File: src/rtl/writeback_stage.sv
// writeback_stage: MEM/WB register, load extension, regfile write port,
// retire strobe and last-commit bypass record. Optional perf counters: WB_PERF_CNT_EN.
module writeback_stage #(
    parameter int REG_ID_WIDTH = 5,
    parameter int CNT_WIDTH    = 32
) (
    input  logic                    clk,
    input  logic                    reset,
    input  logic                    StallW,
    input  logic                    FlushW,
    input  logic                    ValidM,
    input  logic                    RegWriteM,
    input  logic                    MemtoRegM,
    input  logic [2:0]              LoadTypeM,
    input  logic [31:0]             ReadDataM,
    input  logic [31:0]             ALUOutM,
    input  logic [REG_ID_WIDTH-1:0] WriteRegM,
`ifdef WB_PERF_CNT_EN
    output logic [CNT_WIDTH-1:0]    RetireCntW,
    output logic [CNT_WIDTH-1:0]    LoadCntW,
`endif
    output logic                    RegWriteW,
    output logic [REG_ID_WIDTH-1:0] WriteRegW,
    output logic [31:0]             ResultW,
    output logic                    RetireW,
    output logic                    AlignErrW,
    output logic                    BypValidW,
    output logic [REG_ID_WIDTH-1:0] BypRegW,
    output logic [31:0]             BypDataW
);

    localparam logic [2:0] LT_LW  = 3'd0;
    localparam logic [2:0] LT_LB  = 3'd1;
    localparam logic [2:0] LT_LBU = 3'd2;
    localparam logic [2:0] LT_LH  = 3'd3;
    localparam logic [2:0] LT_LHU = 3'd4;

    logic                    v_q;
    logic                    regwrite_q;
    logic                    memtoreg_q;
    logic [2:0]              loadtype_q;
    logic [31:0]             readdata_q;
    logic [31:0]             aluout_q;
    logic [REG_ID_WIDTH-1:0] writereg_q;
    logic                    done_q;
    logic                    byp_valid_q;
    logic [REG_ID_WIDTH-1:0] byp_reg_q;
    logic [31:0]             byp_data_q;

    logic [7:0]  byte_sel;
    logic [15:0] half_sel;
    logic [31:0] load_ext;
    logic        is_half;
    logic        is_word;
    logic        align_err;
    logic        reg_write;
    logic        retire;

    // MEM/WB register: reset > flush > stall > load; done marks a retired slot
    always_ff @(posedge clk) begin
        if (reset || FlushW) begin
            v_q        <= 1'b0;
            regwrite_q <= 1'b0;
            memtoreg_q <= 1'b0;
            loadtype_q <= 3'd0;
            readdata_q <= 32'd0;
            aluout_q   <= 32'd0;
            writereg_q <= '0;
            done_q     <= 1'b0;
        end else if (StallW) begin
            done_q     <= done_q | v_q;
        end else begin
            v_q        <= ValidM;
            regwrite_q <= RegWriteM;
            memtoreg_q <= MemtoRegM;
            loadtype_q <= LoadTypeM;
            readdata_q <= ReadDataM;
            aluout_q   <= ALUOutM;
            writereg_q <= WriteRegM;
            done_q     <= 1'b0;
        end
    end

    // Select and extend the loaded byte/half from the registered word
    always_comb begin
        byte_sel = readdata_q[7:0];
        case (aluout_q[1:0])
            2'd0:    byte_sel = readdata_q[7:0];
            2'd1:    byte_sel = readdata_q[15:8];
            2'd2:    byte_sel = readdata_q[23:16];
            default: byte_sel = readdata_q[31:24];
        endcase
        half_sel = aluout_q[1] ? readdata_q[31:16] : readdata_q[15:0];
        is_half  = (loadtype_q == LT_LH) || (loadtype_q == LT_LHU);
        is_word  = (loadtype_q == LT_LW) || (loadtype_q > LT_LHU);
        case (loadtype_q)
            LT_LB:   load_ext = {{24{byte_sel[7]}}, byte_sel};
            LT_LBU:  load_ext = {24'd0, byte_sel};
            LT_LH:   load_ext = {{16{half_sel[15]}}, half_sel};
            LT_LHU:  load_ext = {16'd0, half_sel};
            default: load_ext = readdata_q;
        endcase
    end

    // Alignment check, write enable and retire strobe
    always_comb begin
        align_err = memtoreg_q & v_q &
                    ((is_word & (aluout_q[1:0] != 2'd0)) |
                     (is_half & aluout_q[0]));
        reg_write = v_q & regwrite_q & (writereg_q != '0) & ~align_err;
        retire    = v_q & ~done_q;
    end

    assign RegWriteW = reg_write;
    assign WriteRegW = writereg_q;
    assign ResultW   = memtoreg_q ? load_ext : aluout_q;
    assign RetireW   = retire;
    assign AlignErrW = align_err;
    assign BypValidW = byp_valid_q;
    assign BypRegW   = byp_reg_q;
    assign BypDataW  = byp_data_q;

    // Last-commit record: captured once per instruction, survives flushes
    always_ff @(posedge clk) begin
        if (reset) begin
            byp_valid_q <= 1'b0;
            byp_reg_q   <= '0;
            byp_data_q  <= 32'd0;
        end else if (reg_write && !done_q) begin
            byp_valid_q <= 1'b1;
            byp_reg_q   <= writereg_q;
            byp_data_q  <= ResultW;
        end
    end

`ifdef WB_PERF_CNT_EN
    logic [CNT_WIDTH-1:0] ret_cnt_q;
    logic [CNT_WIDTH-1:0] ld_cnt_q;

    // Retire and retired-load counters, wrapping
    always_ff @(posedge clk) begin
        if (reset) begin
            ret_cnt_q <= '0;
            ld_cnt_q  <= '0;
        end else if (retire) begin
            ret_cnt_q <= ret_cnt_q + 1'b1;
            if (memtoreg_q) begin
                ld_cnt_q <= ld_cnt_q + 1'b1;
            end
        end
    end

    assign RetireCntW = ret_cnt_q;
    assign LoadCntW   = ld_cnt_q;
`endif

endmodule

File: config.mk
export PLATFORM = sky130hd
export DESIGN_NAME = writeback_stage
export DESIGN_NICKNAME = d
export VERILOG_FILES = /design/src/rtl/writeback_stage.sv
export SDC_FILE = /design/constraint.sdc
export NUM_CORES = 1
export LEC_CHECK = 0
export ABC_AREA = 1
export ABC_CLOCK_PERIOD_IN_PS = 4150
export BUFFER_PORTS_ARGS = -buffer_cell sky130_fd_sc_hd__buf_2
export CAP_MARGIN = 30
export CORE_AREA = 2 2 112 114
export CTS_BUF_LIST = sky130_fd_sc_hd__clkbuf_16
export DETAILED_ROUTE_END_ITERATION = 10
export DIE_AREA = 0 0 114 116
export MAX_ROUTING_LAYER = met4
export PLACE_DENSITY = 0.76
export SYNTH_ARGS = -nofsm -noshare
export SYNTH_HDL_FRONTEND = slang
export SYNTH_SLANG_ARGS = --single-unit
File: constraint.sdc
create_clock -name clk -period 4.15 [get_ports clk]
set_input_delay 0.2075 -clock clk [delete_from_list [all_inputs] [get_ports clk]]
set_output_delay 0.2075 -clock clk [all_outputs]
set_load 0.01 [all_outputs]
### Yosys cells after proc, flatten, opt, wreduce, memory -nomap -nowiden

Index checks and enable logic that the tools add are counted.

| operators by class | value |
|---|---|
| $add $sub $neg | 0 |
| multipliers | 0 |
| divide/modulo/power cells | 0 |
| order comparisons | 1 |
| eq/ne operators | 6 |
| shift operators | 0 |
| mux-type cells | 4 |
| bitwise logic cells | 13 |
| reductions and logical operators | 10 |

Operator list:

| kind | count |
|---|---|
| case mux 32 bit (4 select lines) | 1 |
| 2-to-1 mux 32 bit | 1 |
| case mux 8 bit (3 select lines) | 1 |
| 2-to-1 mux 16 bit | 1 |
| AND 1 bit | 8 |
| == test 3 x 2 -> 1 bit (second input constant) | 2 |
| nonzero test 5 bit | 1 |
| == test 3 x 1 -> 1 bit (second input constant) | 1 |
| == test 3 bit (second input constant) | 1 |
| > comparator 3 bit (second input constant) | 1 |
| logical NOT 3 bit | 1 |
| logical OR 1 bit | 3 |
| inverter 1 bit | 3 |
| == test 2 x 1 -> 1 bit (second input constant) | 1 |
| == test 2 bit (second input constant) | 1 |
| logical NOT 2 bit | 1 |
| bitwise OR 1 bit | 2 |
| nonzero test 2 bit | 1 |
| OR reduction 2 bit | 1 |
| logical AND 1 bit | 1 |
| logical NOT 1 bit | 1 |

| storage, ports and cells | value |
|---|---|
| flip-flop bits (word level) | 114 |
| latch bits | 0 |
| RAM bits | 0 |
| bits in read-only memories | 0 |
| input port bits | 79 |
| output and inout port bits | 78 |
| word-level logic and storage cells | 45 |
| memories kept | 0 |

### Longest topological paths before layout

Gate-level depths: netlist of run 1.

| depth | value |
|---|---|
| depth after elaboration | 8 |
| depth in mapped cells | 13 |
| depth with buffers taken out | 11 |

### Worst setup path before layout of run 1

No wires, ideal clock.

| timing | value |
|---|---|
| path type | register to output |
| start point | register loadtype_q[0] |
| end point | output port ResultW[0] |
| data arrival time | 1.421 ns |
| data required time | 3.943 ns |
| path slack | 2.521 ns |
| stages on the path, launching flop included | 10 |
| path buffers | 1 |
| path through | dfxtp_1 > nor2_1 > ha_1 > inv_1 > nand2_1 > buf_2 > nand2_1 > nand3_1 > nand3_1 > and2_1 |

| on the way | value |
|---|---|
| cells in the longest elaborated chain, start to end | 3 |
| elaborated cells between the ends (all ways) | 6 |
| classes of those cells | eq/ne (4); mux (2) |

RTL lines:

| item | RTL line | source |
|---|---|---|
| start: declaration | 41 | `logic [2:0] loadtype_q;` |
| start signal: assignment | 76 | `loadtype_q <= LoadTypeM;` |
| == test 3 bit (tied with other cells) | 96 | `case (loadtype_q)` |
| case mux 32 bit (4 select lines) (*) | 96 |  |
| 2-to-1 mux 32 bit (*) | 116 | `assign ResultW = memtoreg_q ? load_ext : aluout_q;` |
| end: declaration | 24 | `output logic [31:0] ResultW,` |

Every way passes the cells marked *; elsewhere a longest branch is shown, timed or not.

### Worst setup path in the final report of run 1

| timing | value |
|---|---|
| start point | register aluout_q[1] |
| end point | output port ResultW[30] |

| on the way | value |
|---|---|
| cells in the longest elaborated chain, start to end | 4 |
| elaborated cells between the ends (all ways) | 7 |
| classes of those cells | eq/ne (2); mux (4); reduce/logical (1) |

RTL lines:

| item | RTL line | source |
|---|---|---|
| start: declaration | 43 | `logic [31:0] aluout_q;` |
| start signal: assignment | 78 | `aluout_q <= ALUOutM;` |
| == test 2 bit (tied with other cells) | 87 | `case (aluout_q[1:0])` |
| case mux 8 bit (3 select lines) | 87 |  |
| case mux 32 bit (4 select lines) (*) | 96 |  |
| 2-to-1 mux 32 bit (*) | 116 |  |

Marked as above.

==> impl_metrics.csv, run 1 <==
group,metric,value,unit
cells_and_area,fin_cells,1181,
power_and_ir_drop,p_comb_share,9.7,%
detailed_routing,drt_iter0_drc,610,
synthesis,ys_seq_area_share,39.5,%
status,outcome,"finished, final reports clean",
cts,cts_max_level,4,
detailed_routing,routedLengthMet1,7.52,mm
sta,finalWorstSetupSlack,1.34,ns
floorplanning,coreArea,11900,µm²
detailed_routing,wirelength,16.2,mm
global_route,grt.overflow.total,0,
sta,setup_viol,0,
power_and_ir_drop,p_total,3.06,mW
sta,fin_tns_setup,0,ns
cells_and_area,drive_above_1_share,22.6,%
cells_and_area,area_growth,24.6,%
sta,rsz0062_at_grt,"false",
power_and_ir_drop,switching_power,715,µW
global_route,grt_usage,25.9,%
power_and_ir_drop,clock_power_share,52.8,%
cts,numCtsBuffers,17,
detailed_routing,routed.top_layer,"met4",
power_and_ir_drop,p_int,2.34,mW
critical_path,cp-end-kind,"output port",
sta,final-hold-violation-count,0,
sta,tightest_slew,0.827,ns
cts,clkTransAtPathRegs,0.06,ns
place,placedCellCount,1148,
place,pre_cts_ws,1.75,ns
power_and_ir_drop,vdd_drop_max,0.216,mV
synthesis,synth.net_count,973,
cells_and_area,nets,1101,
detailed_routing,drt-wirelength-per-cell,13.7,µm
detailed_routing,wl_met3,1.22,mm
sta,whs,0.0389,ns
critical_path,cp-start-kind,"flip-flop",
floorplanning,initial_core_util,48.5,%
floorplanning,fp.dieW,114,µm
run,drv_cap,0,
synthesis,ys_warn_count,0,
cts,root_buffer,"clkbuf_16",
global_route,first_global_vias,5354,
detailed_routing,drtAntennaViolNets,0,
global_route,antenna_found_initial,0,
place,gp_congestion,0.928,
sta,period_needed,2.81,ns
global_route,grt_first_pass_wirelength,26.2,mm
cts,clockBufferDepth,2,
hold_path,hp-class,"primary input to flip-flop",
sta,relSlewSlack,44.9,%
synthesis,synth_seq_cells,114,
sta,maxSlewViolCount,0,
power_and_ir_drop,switching_share,23.4,%
place,post-dp-hpwl,11.2,mm
place,port_buffers,156,
power_and_ir_drop,power.share.sequential,37.5,%
cells_and_area,n_antenna_cell,0,
critical_path,critPathKind,"flip-flop to output port",
synthesis,avgSynthCellArea,6.47,µm²
cts,clk_latency,0.41,ns
synthesis,synth_cells,893,
floorplanning,pin_count,157,
detailed_routing,via_count,5895,
detailed_routing,drtPass1Iterations,5,
power_and_ir_drop,p_per_area,425,nW/µm²
detailed_routing,drc_errors,0,
synthesis,ys_types,29,
cts,clock_sinks,114,
power_and_ir_drop,p_leak,3.61,nW
sta,fmax,356,MHz
synthesis,syn_area,5780,µm²
critical_path,cp_data_arrival_time,2.60,ns
floorplanning,fp-row-count,40,
detailed_routing,dr_wl_met2,7.16,mm
critical_path,required,3.94,ns
sta,fin_crit_sh,67.6,%
sta,finClkSkew,0.0165,ns
critical_path,cp_max_fo,22,
detailed_routing,via_per_inst,4.99,
global_route,grt_max_degree,59,
floorplanning,dieArea,13200,µm²
floorplanning,die_y,116,µm
cts,tritoncts,"done",
-- final timing paths --
kind | start | to | slack (ns) | cells past startpoint
worst max-delay path | aluout_q[1] | ResultW[30] | 1.34 | 8
worst min-delay path | ReadDataM[0] | readdata_q[0] | 0.04 | 3
worst max register to register | memtoreg_q | BypDataW[18] | 1.69 | 9
worst min register to register | BypValidW | BypValidW | 0.45 | 2
-- registers in the layout, indices dropped and copies added (netlist names), 3 cells and up --
register / cells
aluout_q: 32
readdata_q: 32
WriteRegW: 5
BypRegW: 5
loadtype_q: 3
BypDataW: 32
-- layer usage --
layer	track usage (%)	vias to the layer above
li1	-	3015
met5	-	-
met3	4.18	21
met2	39.2	247
met4	8.37	0
met1	35.6	2612
-- cell families after synthesis --
family          Yosys count  synth area share [%]
simple gates            540                  40.7
buf+inv                 139                  9.83
flops                   114                  39.5
compound gates           99                  9.74
fa+ha+maj                 1                 0.217
-- power groups by stage --
| stage | Sequential (mW) | Combinational (mW) | Clock [mW] |
|---|---|---|---|
| global placement | 1.17 | 0.294 | 0 |
| floorplan | 1.16 | 0.195 | 0 |
| global route | 1.15 | 0.333 | 1.68 |
| detailed placement | 1.17 | 0.294 | 0 |
| finish | 1.15 | 0.297 | 1.61 |
| CTS | 1.15 | 0.297 | 1.64 |
-- layout by cell type (no fill, tap or decap), drive strengths merged, types with 10 or more instances in the layout --
cell type / n
o21ai: 10
dfxtp: 114
nand2: 296
buf: 162
nand3: 59
nor2: 172
a21oi: 62
a211oi: 27
clkbuf: 17
inv: 85
-- per-stage QoR --
step / utilization [%] / instance area (µm²)
after floorplan: - / 5780
after global placement: 54.9 / 6540
after detailed placement: 54.9 / 6540
after CTS: 60.4 / 7200
after global routing: 60.4 / 7200
final: 60.4 / 7200
-- critical path: stages, from the launching register on --
cell and delay (ns):
dfxtp_1 0.63, inv_2 0.28, nand2_1 0.16, o21ai_1 0.09
or2_1 0.25, nand2_4 0.30, nor2_1 0.09, nor2_1 0.19
buf_2 0.17
-- cell type report --
cell class,instances,area [µm²]
Tap cell,147,184
Fill cell,1188,4710
Multi-Input combinational cell,640,2930
Sequential cell,114,2280
Inverter,85,319
Clock buffer,17,425
Clock inverter,15,220
Timing Repair Buffer,163,838
-- synth_stat cells (all sizes together) --
| library cell | n | share of area, % |
|---|---|---|
| nand2 | 296 | 19 |
| inv | 84 | 5.5 |
| and2 | 5 | 0.54 |
| o21ai | 10 | 0.87 |
| dfxtp | 114 | 39 |
| nand3 | 59 | 5.4 |
| a21oi | 62 | 5.4 |
| clkbuf | 30 | 1.9 |
| nor3 | 2 | 0.17 |
| a211oi | 27 | 3.5 |
| nor2 | 172 | 14 |
| ha | 1 | 0.22 |
| or2 | 4 | 0.43 |
| nand4 | 1 | 0.11 |
| clkinv | 1 | 0.065 |
| nand3b | 1 | 0.13 |
| buf | 24 | 2.4 |
-- timing repair --
item,CTS,global route
hold endpoints to repair,1,0
gates resized for setup,0,0
buffers inserted,0,0
hold buffers,1,0
Power figures use the tool's default switching activity.
==> run 2: changes to the inputs <==
ABC_AREA = 0   (was 1)
ABC_CLOCK_PERIOD_IN_PS = 2400   (was 4150)
PLACE_DENSITY = 0.77   (was 0.76)
clock period = 2.4 ns   (was 4.15 ns; I/O delays follow)
==> impl_metrics.csv, run 2 <==
group,metric,value,unit
global_route,grt.overflow.total,0,
cells_and_area,drive_above_1_share,30.1,%
cts,cts_max_level,4,
place,pre_cts_ws,0.315,ns
hold_path,min_to,"readdata_q[2]",
critical_path,cp-end-kind,"output port",
power_and_ir_drop,vdd_drop_max,0.416,mV
floorplanning,coreArea,11900,µm²
critical_path,r2r.worst_path.cells,7,
cts,numCtsBuffers,17,
synthesis,synth_top_area_share,41.5,%
place,post-dp-hpwl,11.4,mm
cells_and_area,final_common_cell,"buf_2",
global_route,first_global_vias,5321,
critical_path,rr_endpoint,"BypDataW[4]",
global_route,antenna_found_initial,0,
cells_and_area,final_cell_mix,"buf_2, dfxtp_1, nor2_1, mux2i_1, dlygate4sd3_1",
synthesis,synth_most_common_cell,"dfxtp_1",
sta,maxSlewViolCount,0,
detailed_routing,drtAntennaViolNets,0,
synthesis,async_flop_share,0,%
global_route,grt_max_degree,62,
critical_path,cp_num_cells,5,
floorplanning,die_y,116,µm
cts,root_buffer,"clkbuf_16",
synthesis,synth_edf_count,0,
hold_path,hold_path_startpoint,"StallW",
status,violations,"setup timing",
detailed_routing,drtPass1Iterations,6,
floorplanning,dieArea,13200,µm²
cells_and_area,final_util,65.7,%
critical_path,critPathKind,"flip-flop to output port",
detailed_routing,wirelength,17.9,mm
synthesis,synth_cells,597,
sta,relSlewSlack,62.1,%
synthesis,ys_types,45,
place,port_buffers,156,
synthesis,avgSynthCellArea,9.21,µm²
cts,clock_sinks,114,
synthesis,ys_seq_area_share,41.5,%
critical_path,rrSetupSlack,0.36,ns
synthesis,synth.net_count,677,
detailed_routing,via_count,5468,
cells_and_area,area_growth,42.2,%
critical_path,cp_cell_sequence,"mux4_1 -> a221o_2 -> a21oi_1 -> a211oi_1 -> buf_2",
cts,clockBufferDepth,2,
sta,fin_crit_sh,100,%
cts,clkTransAtPathRegs,0.05,ns
critical_path,cp-start-kind,"flip-flop",
cells_and_area,nets,891,
synthesis,synth_top_area_cell,"dfxtp_1",
sta,setup_viol,1,
floorplanning,fp.dieW,114,µm
critical_path,cp_data_arrival_time,2.28,ns
synthesis,synth.top_cells.by_area,"dfxtp_1, mux2i_1, nor2_1",
synthesis,synthTopCellsByCount,"dfxtp_1, nor2_1, mux2i_1",
hold_path,worstHoldPathCells,3,
synthesis,synth_seq_cells,114,
critical_path,worst-path-buf-inv,1,
critical_path,required,2.28,ns
sta,rsz0062_at_grt,"true",
synthesis,ys_warn_count,0,
floorplanning,fp-row-count,40,
status,outcome,"finished with violations",
detailed_routing,drt-wirelength-per-cell,18.4,µm
place,gp_congestion,0.871,
detailed_routing,via_per_inst,5.63,
detailed_routing,drt_iter0_drc,446,
critical_path,slowest_delay,0.62,ns
critical_path,cp_slowest_cell,"mux4_1",
sta,tightest_slew,0.566,ns
global_route,grt_usage,28.0,%
floorplanning,initial_core_util,46.2,%
critical_path,rr_startpoint,"loadtype_q[0]",
cts,tritoncts,"done",
sta,finalWorstSetupSlack,-0.00141,ns
synthesis,synthFlopType,"dfxtp_1",
critical_path,cp_top_family,"compound AO/OA/AOI/OAI gates",
sta,period_needed,2.40,ns
synthesis,syn_area,5500,µm²
floorplanning,pin_count,157,
sta,final-hold-violation-count,0,
sta,fmax,416,MHz
global_route,grt_first_pass_wirelength,27.6,mm
sta,finClkSkew,0.00738,ns
critical_path,cp_max_fo,7,
detailed_routing,drc_errors,0,
power_and_ir_drop,p_leak,3.54,nW
power_and_ir_drop,p_per_area,627,nW/µm²
cts,clk_latency,0.42,ns
run,drv_cap,0,
hold_path,hp-class,"primary input to flip-flop",
-- run 2: through the flow --
step	TNS, ns	std cells	cell area, µm²	power (mW)	hold WS (ns)
after floorplan	0	597	5500	2.28	0.264
after global placement	0	864	6410	2.45	0.350
after detailed placement	0	864	6410	2.46	0.357
after CTS	0	971	7780	4.91	0.246
after global routing	-0.635	971	7820	5.05	0.262
final	-0.00141	972	7820	4.90	0.258
-- run 2: repair_timing --
item,in CTS,in global routing
pin swaps,0,4
hold endpoints to repair,75,0
setup buffers,0,0
setup endpoints to repair,10,18
hold buffers,75,0
resized for setup,13,8
-- run 2: per-layer routing --
| layer | part of all wire (%) | GRT usage [%] | wire length, µm |
|---|---|---|---|
| met5 | 0 | - | 0 |
| met2 | 49 | 44.8 | 8800 |
| met1 | 43 | 33.8 | 7630 |
| met3 | 5.3 | 6.17 | 943 |
| met4 | 2.8 | 13.3 | 501 |
-- run 2: cells by family after synthesis --
| family | after synthesis | synth area share [%] |
|---|---|---|
| AND/OR/NAND/NOR | 195 | 17.5 |
| AO/OA/AOI/OAI | 126 | 16.1 |
| flip-flops | 114 | 41.5 |
| multiplexers | 92 | 18.9 |
| buffers and inverters | 68 | 5.66 |
| XOR/XNOR | 1 | 0.159 |
| adder cells (fa/ha/maj) | 1 | 0.227 |
-- run 2: power breakdown --
part	switching [mW]	total, mW	internal, mW	leakage, nW
clock network	0.869	2.36	1.49	0.283
logic	0.268	0.556	0.288	2.34
registers	0.0485	1.99	1.94	0.926
-- run 2: cell type report --
type	count	area, µm²
multi-input combinational	415	3010
inverter	11	41.3
fill	942	4090
clock inverter	15	126
antenna	1	2.50
clock buffer	17	425
sequential	114	2280
timing repair buffer	252	1750
tap	147	184
-- run 2: worst max-delay path by stage --
stage,startpoint,end
final,aluout_q[0],ResultW[12]
after detailed placement,aluout_q[0],ResultW[6]
after floorplan,loadtype_q[0],BypDataW[0]
after global routing,aluout_q[0],ResultW[11]
after global placement,aluout_q[0],ResultW[6]
after CTS,aluout_q[0],ResultW[6]
-- run 2: worst min-delay path, stage by stage --
cell and delay, ns:
buf_4 0.26, mux2i_1 0.17, nor2_1 0.07
==> run 3: changes to the inputs <==
ABC_CLOCK_PERIOD_IN_PS = 2000   (was 2400)
clock period = 2 ns   (was 2.4 ns; I/O delays follow)
==> impl_metrics.csv, run 3 (synthesized netlist as in run 2, its figures left out) <==
group,metric,value,unit
critical_path,cp_top_family,"multiplexers",
floorplanning,initial_core_util,46.2,%
cells_and_area,area_growth,61.0,%
critical_path,cp_cell_sequence,"mux4_2 -> buf_6 -> and3b_1 -> a221oi_2 -> buf_4 -> a21oi_2 -> buf_2",
power_and_ir_drop,vdd_drop_max,0.493,mV
cells_and_area,n_antenna_cell,0,
detailed_routing,drtAntennaViolNets,0,
cells_and_area,final_util,74.3,%
critical_path,cp-start-kind,"flip-flop",
cells_and_area,final_cell_mix,"buf_2, dfxtp_1, nor2_1, mux2i_1, dlygate4sd3_1",
status,outcome,"finished with violations",
hold_path,hp-class,"primary input to flip-flop",
floorplanning,pin_count,157,
floorplanning,die_y,116,µm
cells_and_area,fillers,770,
cts,root_buffer,"clkbuf_16",
power_and_ir_drop,p_leak,3.93,nW
sta,tightest_slew,0.567,ns
cts,tritoncts,"done",
cells_and_area,nets,942,
cts,cts_max_level,4,
detailed_routing,drtPass1Iterations,6,
critical_path,slowest_delay,0.55,ns
sta,setup_viol,32,
sta,rsz0062_at_grt,"true",
global_route,first_global_vias,6069,
critical_path,rr_endpoint,"BypDataW[6]",
sta,final-hold-violation-count,0,
critical_path,rrSetupSlack,0.02,ns
floorplanning,dieArea,13200,µm²
hold_path,worstHoldPathCells,3,
status,violations,"setup timing",
detailed_routing,drt-wirelength-per-cell,21.0,µm
place,gp_congestion,0.929,
sta,fmax,430,MHz
critical_path,cp_data_arrival_time,2.22,ns
place,pre_cts_ws,-0.0414,ns
floorplanning,coreArea,11900,µm²
cells_and_area,final_common_cell,"buf_2",
sta,fin_crit_sh,116,%
detailed_routing,via_per_inst,5.90,
hold_path,hold_path_startpoint,"FlushW",
global_route,grt_max_degree,59,
sta,period_needed,2.32,ns
critical_path,critPathKind,"flip-flop to output port",
critical_path,cp_max_fo,4,
cts,clkTransAtPathRegs,0.05,ns
detailed_routing,drt_iter0_drc,639,
sta,relSlewSlack,62.2,%
power_and_ir_drop,p_per_area,667,nW/µm²
place,port_buffers,156,
detailed_routing,wirelength,21.5,mm
detailed_routing,drc_errors,0,
critical_path,required,1.90,ns
critical_path,r2r.worst_path.cells,7,
global_route,grt.overflow.total,0,
cells_and_area,drive_above_1_share,40.2,%
cts,clock_sinks,114,
floorplanning,fp-row-count,40,
global_route,grt_usage,32.3,%
cts,numCtsBuffers,17,
global_route,grt_first_pass_wirelength,31.8,mm
sta,finClkSkew,0.00619,ns
sta,maxSlewViolCount,0,
critical_path,cp-end-kind,"output port",
global_route,antenna_found_initial,0,
floorplanning,fp.dieW,114,µm
run,drv_cap,0,
critical_path,worst-path-buf-inv,3,
detailed_routing,via_count,6013,
sta,finalWorstSetupSlack,-0.324,ns
cts,clk_latency,0.42,ns
cts,clockBufferDepth,2,
critical_path,rr_startpoint,"aluout_q[0]",
place,post-dp-hpwl,12.3,mm
critical_path,cp_slowest_cell,"mux4_2",
hold_path,min_to,"aluout_q[1]",
run 3: where the power goes:
part | internal (mW) | switching, mW | total (mW)
Combinational | 0.436 | 0.403 | 0.840
Sequential | 2.32 | 0.0593 | 2.38
Clock | 1.64 | 1.04 | 2.68
run 3: how the worst max path moves through the flow:
stage,endpoint,from,depth (start not counted)
4_1_cts,ResultW[0],aluout_q[0],7
3_5_place_dp,ResultW[10],aluout_q[0],5
3_3_place_gp,ResultW[12],aluout_q[0],5
2_1_floorplan,BypDataW[0],loadtype_q[0],10
5_1_grt,ResultW[7],aluout_q[0],7
6_report,ResultW[7],aluout_q[0],7
run 3: metal layers:
layer,track usage [%],share of wire (%),wire (µm),vias up
li1,-,-,-,2705
met1,36.4,39,8370,2900
met2,54.4,51,10900,335
met3,6.01,6.4,1380,73
met4,17.9,3.7,791,0
met5,-,0,0,-
run 3: timing repair:
item	4_1_cts	5_1_grt
endpoints found under the hold margin	75	0
hold buffers	75	0
endpoints found under the setup margin	42	53
resized for setup	91	54
pin swaps	12	16
gates cloned	4	1
buffers inserted	17	12
run 3: area by class of cell:
class                      instances  area [µm²]  area share (%)
multi-input combinational        416        3450            39.0
timing repair buffer             302        2370            26.7
sequential                       114        2300            25.9
clock buffer                      17         425            4.80
tap                              147         184            2.08
clock inverter                    13        81.3           0.918
inverter                          11        48.8           0.551
run 3: worst min-delay path: stages:
cell and delay (ns):
buf_2 0.08, or2_2 0.24, nor2_1 0.07
run 3: metrics by stage:
stage | power, mW | area [µm²] | cells | hold WS, ns | setup TNS [ns]
final | 5.90 | 8850 | 1020 | 0.124 | -5.29
after global routing | 6.08 | 8850 | 1020 | 0.126 | -6.89
after CTS | 5.80 | 8460 | 1008 | 0.112 | -4.80
after detailed placement | 2.97 | 6550 | 882 | 0.339 | -0.118
after global placement | 2.96 | 6550 | 882 | 0.330 | -0.156
after floorplan | 2.74 | 5500 | 597 | 0.244 | 0
